### config.mk
export PLATFORM = sky130hd
export DESIGN_NAME = alu_muldiv_exec_flat
export DESIGN_NICKNAME = d
export VERILOG_FILES = /design/src/rtl/alu_muldiv_exec_if.sv /design/src/rtl/alu_muldiv_exec.sv /design/src/flat_wrapper.sv
export SDC_FILE = /design/constraint.sdc
export NUM_CORES = 1
export LEC_CHECK = 0
export CORE_MARGIN = 3
export CORE_UTILIZATION = 56
export DETAILED_ROUTE_END_ITERATION = 7
export PLACE_DENSITY = 0.89
export REMOVE_ABC_BUFFERS = 1
export SLEW_MARGIN = 20
export SYNTH_ARGS = -nofsm -noshare
export SYNTH_HDL_FRONTEND = slang
export SYNTH_SLANG_ARGS = --single-unit
### constraint.sdc
create_clock -name clk -period 3.6 [get_ports clk]
set_input_delay 0.72 -clock clk [delete_from_list [all_inputs] [get_ports clk]]
set_output_delay 0.72 -clock clk [all_outputs]
set_load 0.05 [all_outputs]
### src/rtl/alu_muldiv_exec_if.sv
// Execute-stage bus between the issue logic and alu_muldiv_exec: the request
// side (start, decoded code, operands, shift amount) and the response side
// (registered result/flag, valid pulse, stall request and the HI/LO registers).
interface alu_muldiv_exec_if #(
  parameter int WIDTH = 32
);
  logic             start;
  logic [5:0]       alu_ctrl;
  logic [WIDTH-1:0] a;
  logic [WIDTH-1:0] b;
  logic [4:0]       shamt;
  logic [WIDTH-1:0] result;
  logic             zero;
  logic             valid;
  logic             busy;
  logic [WIDTH-1:0] hi;
  logic [WIDTH-1:0] lo;

  modport master (
    output start, alu_ctrl, a, b, shamt,
    input  result, zero, valid, busy, hi, lo
  );

  modport slave (
    input  start, alu_ctrl, a, b, shamt,
    output result, zero, valid, busy, hi, lo
  );
endinterface

### src/rtl/alu_muldiv_exec.sv
// Execute-stage datapath: single-cycle ALU ops, branch flags, and an iterative
// 32-step shift-add multiplier / restoring divider writing HI/LO.
// Optional build macro MULDIV_FAST_EN: MULT finishes in one cycle through a
// combinational signed multiply; DIV stays iterative.
module alu_muldiv_exec #(
  parameter int WIDTH    = 32,
  parameter int MD_STEPS = WIDTH
) (
  input logic              clk,
  input logic              rst_n,
  alu_muldiv_exec_if.slave bus
);
  localparam int CW = $clog2(MD_STEPS);
  localparam logic [CW-1:0] LastStep = CW'(MD_STEPS - 1);

  localparam logic [4:0] OpAnd  = 5'b00000, OpOr   = 5'b00010, OpXor  = 5'b00110;
  localparam logic [4:0] OpNor  = 5'b11000, OpAdd  = 5'b00100, OpSub  = 5'b01100;
  localparam logic [4:0] OpSlt  = 5'b01110, OpSlti = 5'b00111, OpLui  = 5'b00011;
  localparam logic [4:0] OpSll  = 5'b10000, OpSrl  = 5'b10010, OpSra  = 5'b10100;
  localparam logic [4:0] OpSllv = 5'b10110, OpMfhi = 5'b01111, OpMflo = 5'b00001;
  localparam logic [4:0] OpBne  = 5'b11010, OpBlez = 5'b11100, OpBgtz = 5'b11110;
  localparam logic [4:0] OpMult = 5'b01000, OpDiv  = 5'b01010;

  typedef enum logic [1:0] {IDLE, MUL, DIV, DONE} stateT;
  stateT state, nextState;

  logic [2*WIDTH-1:0] acc;
  logic [WIDTH-1:0]   opMag;
  logic               negQ, negR, divOp;
  logic [CW-1:0]      count;
  logic [WIDTH-1:0]   resultReg, hiReg, loReg;
  logic               zeroReg, validReg;

  logic               loadMul, loadDiv, issue, finish;
  logic [4:0]         code;
  logic               isMult, isDiv, startMulIter;
  logic [WIDTH-1:0]   absA, absB, aluResult;
  logic               aluZero;
  logic [WIDTH:0]     mulSum, divShift, divDiff;
  logic [2*WIDTH-1:0] mulFinal;
  logic [WIDTH-1:0]   quoFinal, remFinal, finalHi, finalLo;

  assign code   = bus.alu_ctrl[4:0];
  assign isMult = (code == OpMult);
  assign isDiv  = (code == OpDiv);
  assign absA   = bus.a[WIDTH-1] ? -bus.a : bus.a;
  assign absB   = bus.b[WIDTH-1] ? -bus.b : bus.b;

`ifdef MULDIV_FAST_EN
  logic [2*WIDTH-1:0] fastProd;
  assign fastProd     = {{WIDTH{bus.a[WIDTH-1]}}, bus.a} * {{WIDTH{bus.b[WIDTH-1]}}, bus.b};
  assign startMulIter = 1'b0;
`else
  assign startMulIter = isMult;
`endif

  // Multiply step adds the multiplicand into the upper half; divide step
  // does a trial subtract of the divisor from the shifted partial remainder.
  assign mulSum   = {1'b0, acc[2*WIDTH-1:WIDTH]} + (acc[0] ? {1'b0, opMag} : '0);
  assign divShift = {acc[2*WIDTH-1:WIDTH], acc[WIDTH-1]};
  assign divDiff  = divShift - {1'b0, opMag};

  // Signs are applied to the unsigned magnitudes once the engine finishes;
  // a zero divisor forces an all-ones quotient while the remainder is the dividend.
  assign mulFinal = negQ ? -acc : acc;
  assign quoFinal = (opMag == '0) ? '1 : (negQ ? -acc[WIDTH-1:0] : acc[WIDTH-1:0]);
  assign remFinal = negR ? -acc[2*WIDTH-1:WIDTH] : acc[2*WIDTH-1:WIDTH];
  assign finalHi  = divOp ? remFinal : mulFinal[2*WIDTH-1:WIDTH];
  assign finalLo  = divOp ? quoFinal : mulFinal[WIDTH-1:0];

  // Single-cycle result and branch/zero flag for the presented code.
  always_comb begin
    aluResult = '0;
    aluZero   = 1'b0;
    case (code)
      OpAnd:                      aluResult = bus.a & bus.b;
      OpOr:                       aluResult = bus.a | bus.b;
      OpXor:                      aluResult = bus.a ^ bus.b;
      OpNor:                      aluResult = ~(bus.a | bus.b);
      OpAdd:                      aluResult = bus.a + bus.b;
      OpSlt, OpSlti:              aluResult = WIDTH'($signed(bus.a) < $signed(bus.b));
      OpLui:                      aluResult = bus.b << 16;
      OpSll:                      aluResult = bus.b << bus.shamt;
      OpSrl:                      aluResult = bus.b >> bus.shamt;
      OpSra:                      aluResult = $signed(bus.b) >>> bus.shamt;
      OpSllv:                     aluResult = bus.b << bus.a[4:0];
      OpMfhi:                     aluResult = hiReg;
      OpMflo:                     aluResult = loReg;
      OpSub, OpBne, OpBlez, OpBgtz: aluResult = bus.a - bus.b;
      default:                    aluResult = '0;
    endcase
    case (code)
      OpBne:   aluZero = (bus.a != bus.b);
      OpBlez:  aluZero = bus.a[WIDTH-1] | (bus.a == '0);
      OpBgtz:  aluZero = ~bus.a[WIDTH-1] & (bus.a != '0);
      OpSub:   aluZero = (bus.a == bus.b);
      default: aluZero = (aluResult == '0);
    endcase
  end

  // State register; reset aborts any multiply/divide in flight.
  always_ff @(posedge clk or negedge rst_n) begin
    if (!rst_n) state <= IDLE;
    else        state <= nextState;
  end

  // Next-state and per-cycle control strobes.
  always_comb begin
    nextState = state;
    loadMul   = 1'b0;
    loadDiv   = 1'b0;
    issue     = 1'b0;
    finish    = 1'b0;
    case (state)
      IDLE: begin
        if (bus.start) begin
          if (startMulIter) begin
            loadMul   = 1'b1;
            nextState = MUL;
          end else if (isDiv) begin
            loadDiv   = 1'b1;
            nextState = DIV;
          end else begin
            issue = 1'b1;
          end
        end
      end
      MUL, DIV: if (count == LastStep) nextState = DONE;
      DONE: begin
        finish    = 1'b1;
        nextState = IDLE;
      end
      default: nextState = IDLE;
    endcase
  end

  // Datapath registers: operand capture, engine iteration, result/HI/LO writeback.
  always_ff @(posedge clk or negedge rst_n) begin
    if (!rst_n) begin
      acc       <= '0;
      opMag     <= '0;
      negQ      <= 1'b0;
      negR      <= 1'b0;
      divOp     <= 1'b0;
      count     <= '0;
      resultReg <= '0;
      zeroReg   <= 1'b0;
      validReg  <= 1'b0;
      hiReg     <= '0;
      loReg     <= '0;
    end else begin
      validReg <= 1'b0;
      if (issue) begin
        validReg <= 1'b1;
`ifdef MULDIV_FAST_EN
        if (isMult) begin
          hiReg     <= fastProd[2*WIDTH-1:WIDTH];
          loReg     <= fastProd[WIDTH-1:0];
          resultReg <= fastProd[WIDTH-1:0];
          zeroReg   <= (fastProd[WIDTH-1:0] == '0);
        end else begin
          resultReg <= aluResult;
          zeroReg   <= aluZero;
        end
`else
        resultReg <= aluResult;
        zeroReg   <= aluZero;
`endif
      end
      if (loadMul) begin
        acc   <= {{WIDTH{1'b0}}, absB};
        opMag <= absA;
        negQ  <= bus.a[WIDTH-1] ^ bus.b[WIDTH-1];
        negR  <= 1'b0;
        divOp <= 1'b0;
        count <= '0;
      end
      if (loadDiv) begin
        acc   <= {{WIDTH{1'b0}}, absA};
        opMag <= absB;
        negQ  <= bus.a[WIDTH-1] ^ bus.b[WIDTH-1];
        negR  <= bus.a[WIDTH-1];
        divOp <= 1'b1;
        count <= '0;
      end
      if (state == MUL) begin
        acc   <= {mulSum, acc[WIDTH-1:1]};
        count <= count + CW'(1);
      end
      if (state == DIV) begin
        acc   <= divDiff[WIDTH] ? {divShift[WIDTH-1:0], acc[WIDTH-2:0], 1'b0}
                                : {divDiff[WIDTH-1:0], acc[WIDTH-2:0], 1'b1};
        count <= count + CW'(1);
      end
      if (finish) begin
        hiReg     <= finalHi;
        loReg     <= finalLo;
        resultReg <= finalLo;
        zeroReg   <= (finalLo == '0);
        validReg  <= 1'b1;
      end
    end
  end

  assign bus.result = resultReg;
  assign bus.zero   = zeroReg;
  assign bus.valid  = validReg;
  assign bus.busy   = (state != IDLE);
  assign bus.hi     = hiReg;
  assign bus.lo     = loReg;
endmodule

### src/flat_wrapper.sv
// flat-port wrapper written by rule: the top's interface ports become plain ports
module alu_muldiv_exec_flat 
#(
  parameter int WIDTH    = 32,
  parameter int MD_STEPS = WIDTH
)
  (clk, rst_n, bus_start, bus_alu_ctrl, bus_a, bus_b, bus_shamt, bus_result, bus_zero, bus_valid, bus_busy, bus_hi, bus_lo);
  alu_muldiv_exec_if #(.WIDTH(WIDTH)) bus_i ();
  input logic clk;
  input logic rst_n;
  input wire logic [$bits(bus_i.start)-1:0] bus_start;
  input wire logic [$bits(bus_i.alu_ctrl)-1:0] bus_alu_ctrl;
  input wire logic [$bits(bus_i.a)-1:0] bus_a;
  input wire logic [$bits(bus_i.b)-1:0] bus_b;
  input wire logic [$bits(bus_i.shamt)-1:0] bus_shamt;
  output wire logic [$bits(bus_i.result)-1:0] bus_result;
  output wire logic [$bits(bus_i.zero)-1:0] bus_zero;
  output wire logic [$bits(bus_i.valid)-1:0] bus_valid;
  output wire logic [$bits(bus_i.busy)-1:0] bus_busy;
  output wire logic [$bits(bus_i.hi)-1:0] bus_hi;
  output wire logic [$bits(bus_i.lo)-1:0] bus_lo;
  assign bus_i.start = bus_start;
  assign bus_i.alu_ctrl = bus_alu_ctrl;
  assign bus_i.a = bus_a;
  assign bus_i.b = bus_b;
  assign bus_i.shamt = bus_shamt;
  assign bus_result = bus_i.result;
  assign bus_zero = bus_i.zero;
  assign bus_valid = bus_i.valid;
  assign bus_busy = bus_i.busy;
  assign bus_hi = bus_i.hi;
  assign bus_lo = bus_i.lo;
  alu_muldiv_exec #(.WIDTH(WIDTH), .MD_STEPS(MD_STEPS)) u_core (.clk(clk), .rst_n(rst_n), .bus(bus_i));
endmodule
==> results.tsv, run 1 <==
stage	metric	value	unit
synth	yosys.area.top_type	dfrtp_1	
synth	yosys-mux-area-fraction	6.84	%
synth	yosysWarnings	0	
synth	synth_top_flop_cell	dfrtp_1	
synth	synth-simple-area-share	21.1	%
clock_network	htreeDepth	1	
clock_network	cts_root_buf	clkbuf_16	
synth	synthTopCellsByArea	dfrtp_1 (19%), ha_1 (8.3%), o21ai_0 (6.0%)	
synth	synth_top_family_by_area	compound AO/OA/AOI/OAI gates	
global_route	globalRouteOverflowTotal	2518	
synth	syn_area	0.0269	sq mm
status	status	stopped before the end	
synth	synth_xor_area_share	6.06	%
synth	synth_compound_area_share	31.7	%
placement	portBuffers	175	
status	lastStage	global routing (5_1_grt)	
placement	dp.final_hpwl	112	mm
synth	synth-seq-cells	204	
global_route	grt_max_degree	93	
synth	synthCells	3670	
placement	place_congestion	1.37	
synth	synth_cell_type_count	103	
global_route	first_global_vias	50700	
die	die_x	225	microns
synth	synth_most_common_cell	nand2_1	
global_route	grt_pass1_wl	349	mm
clock_network	cts-hold-fix-buffers	0	
synth	synthAdderAreaFrac	8.62	%
synth	yosys-top-cells-count	nand2_1 (411), nor2_1 (348), o21ai_0 (324), a21oi_1 (308), clkbuf_1 (205)	
synth	postSynthAreaPerCell	7.33	sq um
die	ios	177	
clock_network	cts.path.max_buffers	3	
synth	synth-edff-count	0	
synth	async_flop_share	100	%
die	row_count	79	
clock_network	numCtsBuffers	25	
status	error	[ERROR GRT-0116] Global routing finished with congestion. Check the congestion regions in the DRC Viewer.	
global_route	grt_use_total	91.7	%
clock_network	cts.sinks	204	
synth	synth_top_area_share	19.0	%
synth	yosysSeqAreaShare	19.0	%
die	start_util	57.2	%
placement	postPlaceCellArea	0.0356	sq mm
die	die_y	225	microns
-- per-stage QoR --
| stage | utilization [%] | cells | hold WS (ns) | setup WS, ns | setup TNS [ns] |
|---|---|---|---|---|---|
| 3_5_place_dp | 75.6 | 5108 | 0.478 | -1.77 | -63.98 |
| 2_1_floorplan | - | 3394 | 0.424 | -2.93 | -163.70 |
| 3_3_place_gp | 75.6 | 5108 | 0.468 | -1.69 | -52.05 |
| 4_1_cts | 82.4 | 5246 | 0.223 | -0.525 | -0.795 |
-- cells by family after synthesis --
| kind of cell | count (synthesis) |
|---|---|
| AOI/OAI and AO/OA | 1287 |
| xor gates and xnor gates | 186 |
| adders and majority gates | 183 |
| buffers and inverters | 461 |
| DFF | 204 |
| muxes | 142 |
| and+or+nand+nor | 1207 |
-- timing repair --
item,4_1_cts
pin swaps,122
cloned,5
gates resized for setup,499
setup buffers,92
setup endpoints to repair,97
-- metal layers --
layer  GRT usage, %  GRT overflow
met1           85.0           195
met4           96.4           583
met3           83.5           184
met5           73.9            22
met2            106          1534
==> run 2, diff against run 1 <==
--- a/config.mk
+++ b/config.mk
@@ -6,9 +6,9 @@
 export NUM_CORES = 1
 export LEC_CHECK = 0
 export CORE_MARGIN = 3
-export CORE_UTILIZATION = 56
+export CORE_UTILIZATION = 40
 export DETAILED_ROUTE_END_ITERATION = 7
-export PLACE_DENSITY = 0.89
+export PLACE_DENSITY_LB_ADDON = 0.15
 export REMOVE_ABC_BUFFERS = 1
 export SLEW_MARGIN = 20
 export SYNTH_ARGS = -nofsm -noshare
==> constraint.sdc (replaced) <==
create_clock -name clk -period 4.7 [get_ports clk]
set_input_delay 0.94 -clock clk [delete_from_list [all_inputs] [get_ports clk]]
set_output_delay 0.94 -clock clk [all_outputs]
set_load 0.05 [all_outputs]
==> run 2 against run 1 <==
The flow now finishes without violations. Area after synthesis unchanged. Synthesized cell count unchanged.
==> results.tsv, run 2 <==
stage	metric	value	unit	change
status	status	finished clean		was stopped before the end
sta	fin_setup_tns	0	ns	
clock_network	cts.path.max_buffers	3		unchanged
global_route	grt_util_met3	7.16	%	
clock_network	clkLatencyLatePin	0.59	ns	
synth	yosysWarnings	0		unchanged
placement	pre_cts_slack	-0.996	ns	was -1.77 ns
detailed_routing	drtAntennaViolNets	0		
clock_network	numCtsBuffers	29		was 25
die	die_x	265	microns	was 225 microns
global_route	grt_pass1_wl	221	mm	
worst_setup_path	cp_top_family	compound AO/OA/AOI/OAI gates		
sta	holdWs	0.397	ns	
worst_setup_path	arrival	5.14	ns	
synth	synth_top_area_share	19.0	%	unchanged
sta	skew	0.0222	ns	
worst_hold_path	hold_path.class	input pin to async pin		
job	max_cap_violations	0		
clock_network	clk_pin_slew	0.06	ns	
placement	portBuffers	175		unchanged
worst_setup_path	cp_max_fo	16		
worst_setup_path	worstRegToRegCells	15		
die	ios	177		unchanged
global_route	top_usage_layer	met2		
synth	async_flop_share	100	%	unchanged
clock_network	cts_tree	built		
detailed_routing	num_vias	33800		
synth	synth_top_flop_cell	dfrtp_1		unchanged
pwr	max-vdd-ir-drop	0.614	mV	
detailed_routing	route.detailed.drc	0		
placement	dp.final_hpwl	128	mm	was 112 mm
cells_and_area	mostFrequentLayoutCell	buf_4		
synth	postSynthAreaPerCell	7.33	sq um	unchanged
worst_setup_path	worstPathRequired	5.18	ns	
cells_and_area	drive_above_1_share	24.5	%	
sta	fmaxAchievable	215	MHz	
pwr	power.density	540	mW/mm^2	
synth	synthCells	3670		unchanged
global_route	met2_usage	66.0	%	
worst_setup_path	cp_slowest_cell	clkdlybuf4s50_1		
worst_setup_path	path_cells	clkdlybuf4s50_1 > buf_4 > buf_6 > or3b_2 > buf_4 > buf_4 > nor2_1 > a21oi_1 > o211ai_1 > a221oi_1 > o221a_2 > o211ai_1 > nor3_2 > nand4_1 > nor4_4 > buf_4 > nand3_1 > o31ai_2		
clock_network	cts_root_buf	clkbuf_16		unchanged
die	start_util	40.6	%	was 57.2%
die	die_y	265	microns	was 225 microns
detailed_routing	wl_per_cell	29.2	microns	
synth	synth_cell_type_count	103		unchanged
synth	yosys.area.top_type	dfrtp_1		unchanged
detailed_routing	routed_wl	156	mm	
cells_and_area	largest_register_ffs	64		
sta	setup_viol	0		
synth	syn_area	0.0269	sq mm	unchanged
sta	worst_pin_slew	1.08	ns	
global_route	globalRouteOverflowTotal	0		
cells_and_area	fin_nets	4696		
worst_setup_path	cp-start-kind	input pin		
sta	fin_crit_sh	99.1	%	
cells_and_area	instances_no_fill	5326		
global_route	grt_max_degree	103		
cells_and_area	area_growth	36.7	%	
detailed_routing	firstDrtPassIters	6		
die	core	0.0662	sq mm	
synth	synthTopCellsByArea	dfrtp_1 (19%), ha_1 (8.3%), o21ai_0 (6.0%)		unchanged
placement	place_congestion	1.07		was 1.37
placement	place_inst	5254		was 5108
global_route	antenna_found_initial	5		
die	dieArea	0.0704	sq mm	
global_route	first_global_vias	31700		
worst_setup_path	critPathKind	input pin to flip-flop		
synth	synth-edff-count	0		unchanged
global_route	grt_use_total	42.6	%	
global_route	grt_util_met1	55.3	%	
sta	finalWorstSetupSlack	0.0437	ns	
worst_setup_path	worst_setup_path_end_kind	flip-flop		
cells_and_area	postLayoutCoreUtil	55.5	%	
synth	synth-seq-cells	204		unchanged
worst_setup_path	path_depth	18		
synth	yosys-top-cells-count	nand2_1 (411), nor2_1 (348), o21ai_0 (324), a21oi_1 (308), clkbuf_1 (205)		unchanged
pwr	power_leakage	16.1	nW	
die	row_count	94		was 79
clock_network	cts.sinks	204		unchanged
sta	slew_headroom	27.8	%	
clock_network	cts-hold-fix-buffers	0		unchanged
sta	period_minus_slack	4.66	ns	
sta	slew_violations	0		
synth	yosysSeqAreaShare	19.0	%	unchanged
clock_network	htreeDepth	1		unchanged
worst_setup_path	path_buf_inv	6		
cells_and_area	regMostFlops	u_core.acc		
synth	synth_most_common_cell	nand2_1		unchanged
worst_setup_path	cp_common_cell	buf_4		
worst_setup_path	cpPeakStageDelay	0.55	ns	
detailed_routing	vias_per_cell	6.35		
cells_and_area	layout_common_cells	buf_4 (805), nand2_1 (410), nor2_1 (343)		
detailed_routing	drtIter0Drc	3966		
sta	hold_viol	0		
[run 2: cell counts after synthesis]
Identical to the previous run, type by type.
[run 2: report_power, final]
part	internal (mW)	switching [mW]	total, mW
sequential	2.61	1.37	3.98
combinational	5.21	8.35	13.6
clock	1.34	0.951	2.30
total	9.17	10.7	19.8
[run 2: final cells by class]
class | count | area, sq um
fill | 6561 | 29400
clock inverter | 18 | 176
clock buffer | 36 | 812
sequential | 204 | 5100
inverter | 185 | 697
multi-input combinational | 3005 | 20600
antenna | 4 | 10.0
timing repair buffer | 1010 | 8330
tap | 864 | 1080
[run 2: through the flow]
stage,instance area [sq um],power (mW)
2_1_floorplan,25800,11.6
3_3_place_gp,35100,17.1
3_5_place_dp,35100,17.1
4_1_cts,36200,19.5
5_1_grt,36800,21.0
6_report,36800,19.8
[run 2: path summary, 6_finish.rpt]
path,start,to,slack [ns]
min,rst_n,u_core.acc[40],0.40
max,bus_alu_ctrl[3],u_core.bus.zero,0.04
max in group asynchronous,rst_n,u_core.acc[20],3.28
max reg2reg,u_core.opMag[0],u_core.acc[33],0.31
min reg2reg,u_core.count[4],u_core.count[4],0.49
min in group clk,u_core.count[4],u_core.count[4],0.49
[run 2: logic make-up (layout without fill, tap and decap cells)]
group	after synthesis	in the layout	synth area share (%)
flops	204	204	19.0
simple gates	1207	1207	21.1
fa+ha+maj	183	183	8.62
other cells	0	4	0
xor+xnor	186	186	6.06
compound gates	1287	1287	31.7
buf+inv	461	1249	6.75
mux	142	142	6.84
[run 2: worst reg2reg max path, delay by kind of cell, from the launching register on]
family | cells | cell delay (ns)
AO/OA/AOI/OAI | 9 | 2.24
XOR/XNOR | 1 | 0.41
AND/OR/NAND/NOR | 2 | 0.31
flip-flops | 1 | 0.43
adder cells (fa/ha/maj) | 2 | 0.66
buffers and inverters | 1 | 0.27
[run 2: repair_timing]
item | in CTS | in global routing
gates resized for setup | 23 | 87
setup endpoints to repair | 3 | 5
setup buffers | 0 | 14
pin swaps | 2 | 27
[run 2: metal layers]
layer,up-vias,part of all wire (%)
met4,4,7.7
met2,2016,43
met3,477,9.5
li1,15100,-
met1,16200,39
met5,-,0.021
Note: power is estimated with default switching activity, not from simulation.
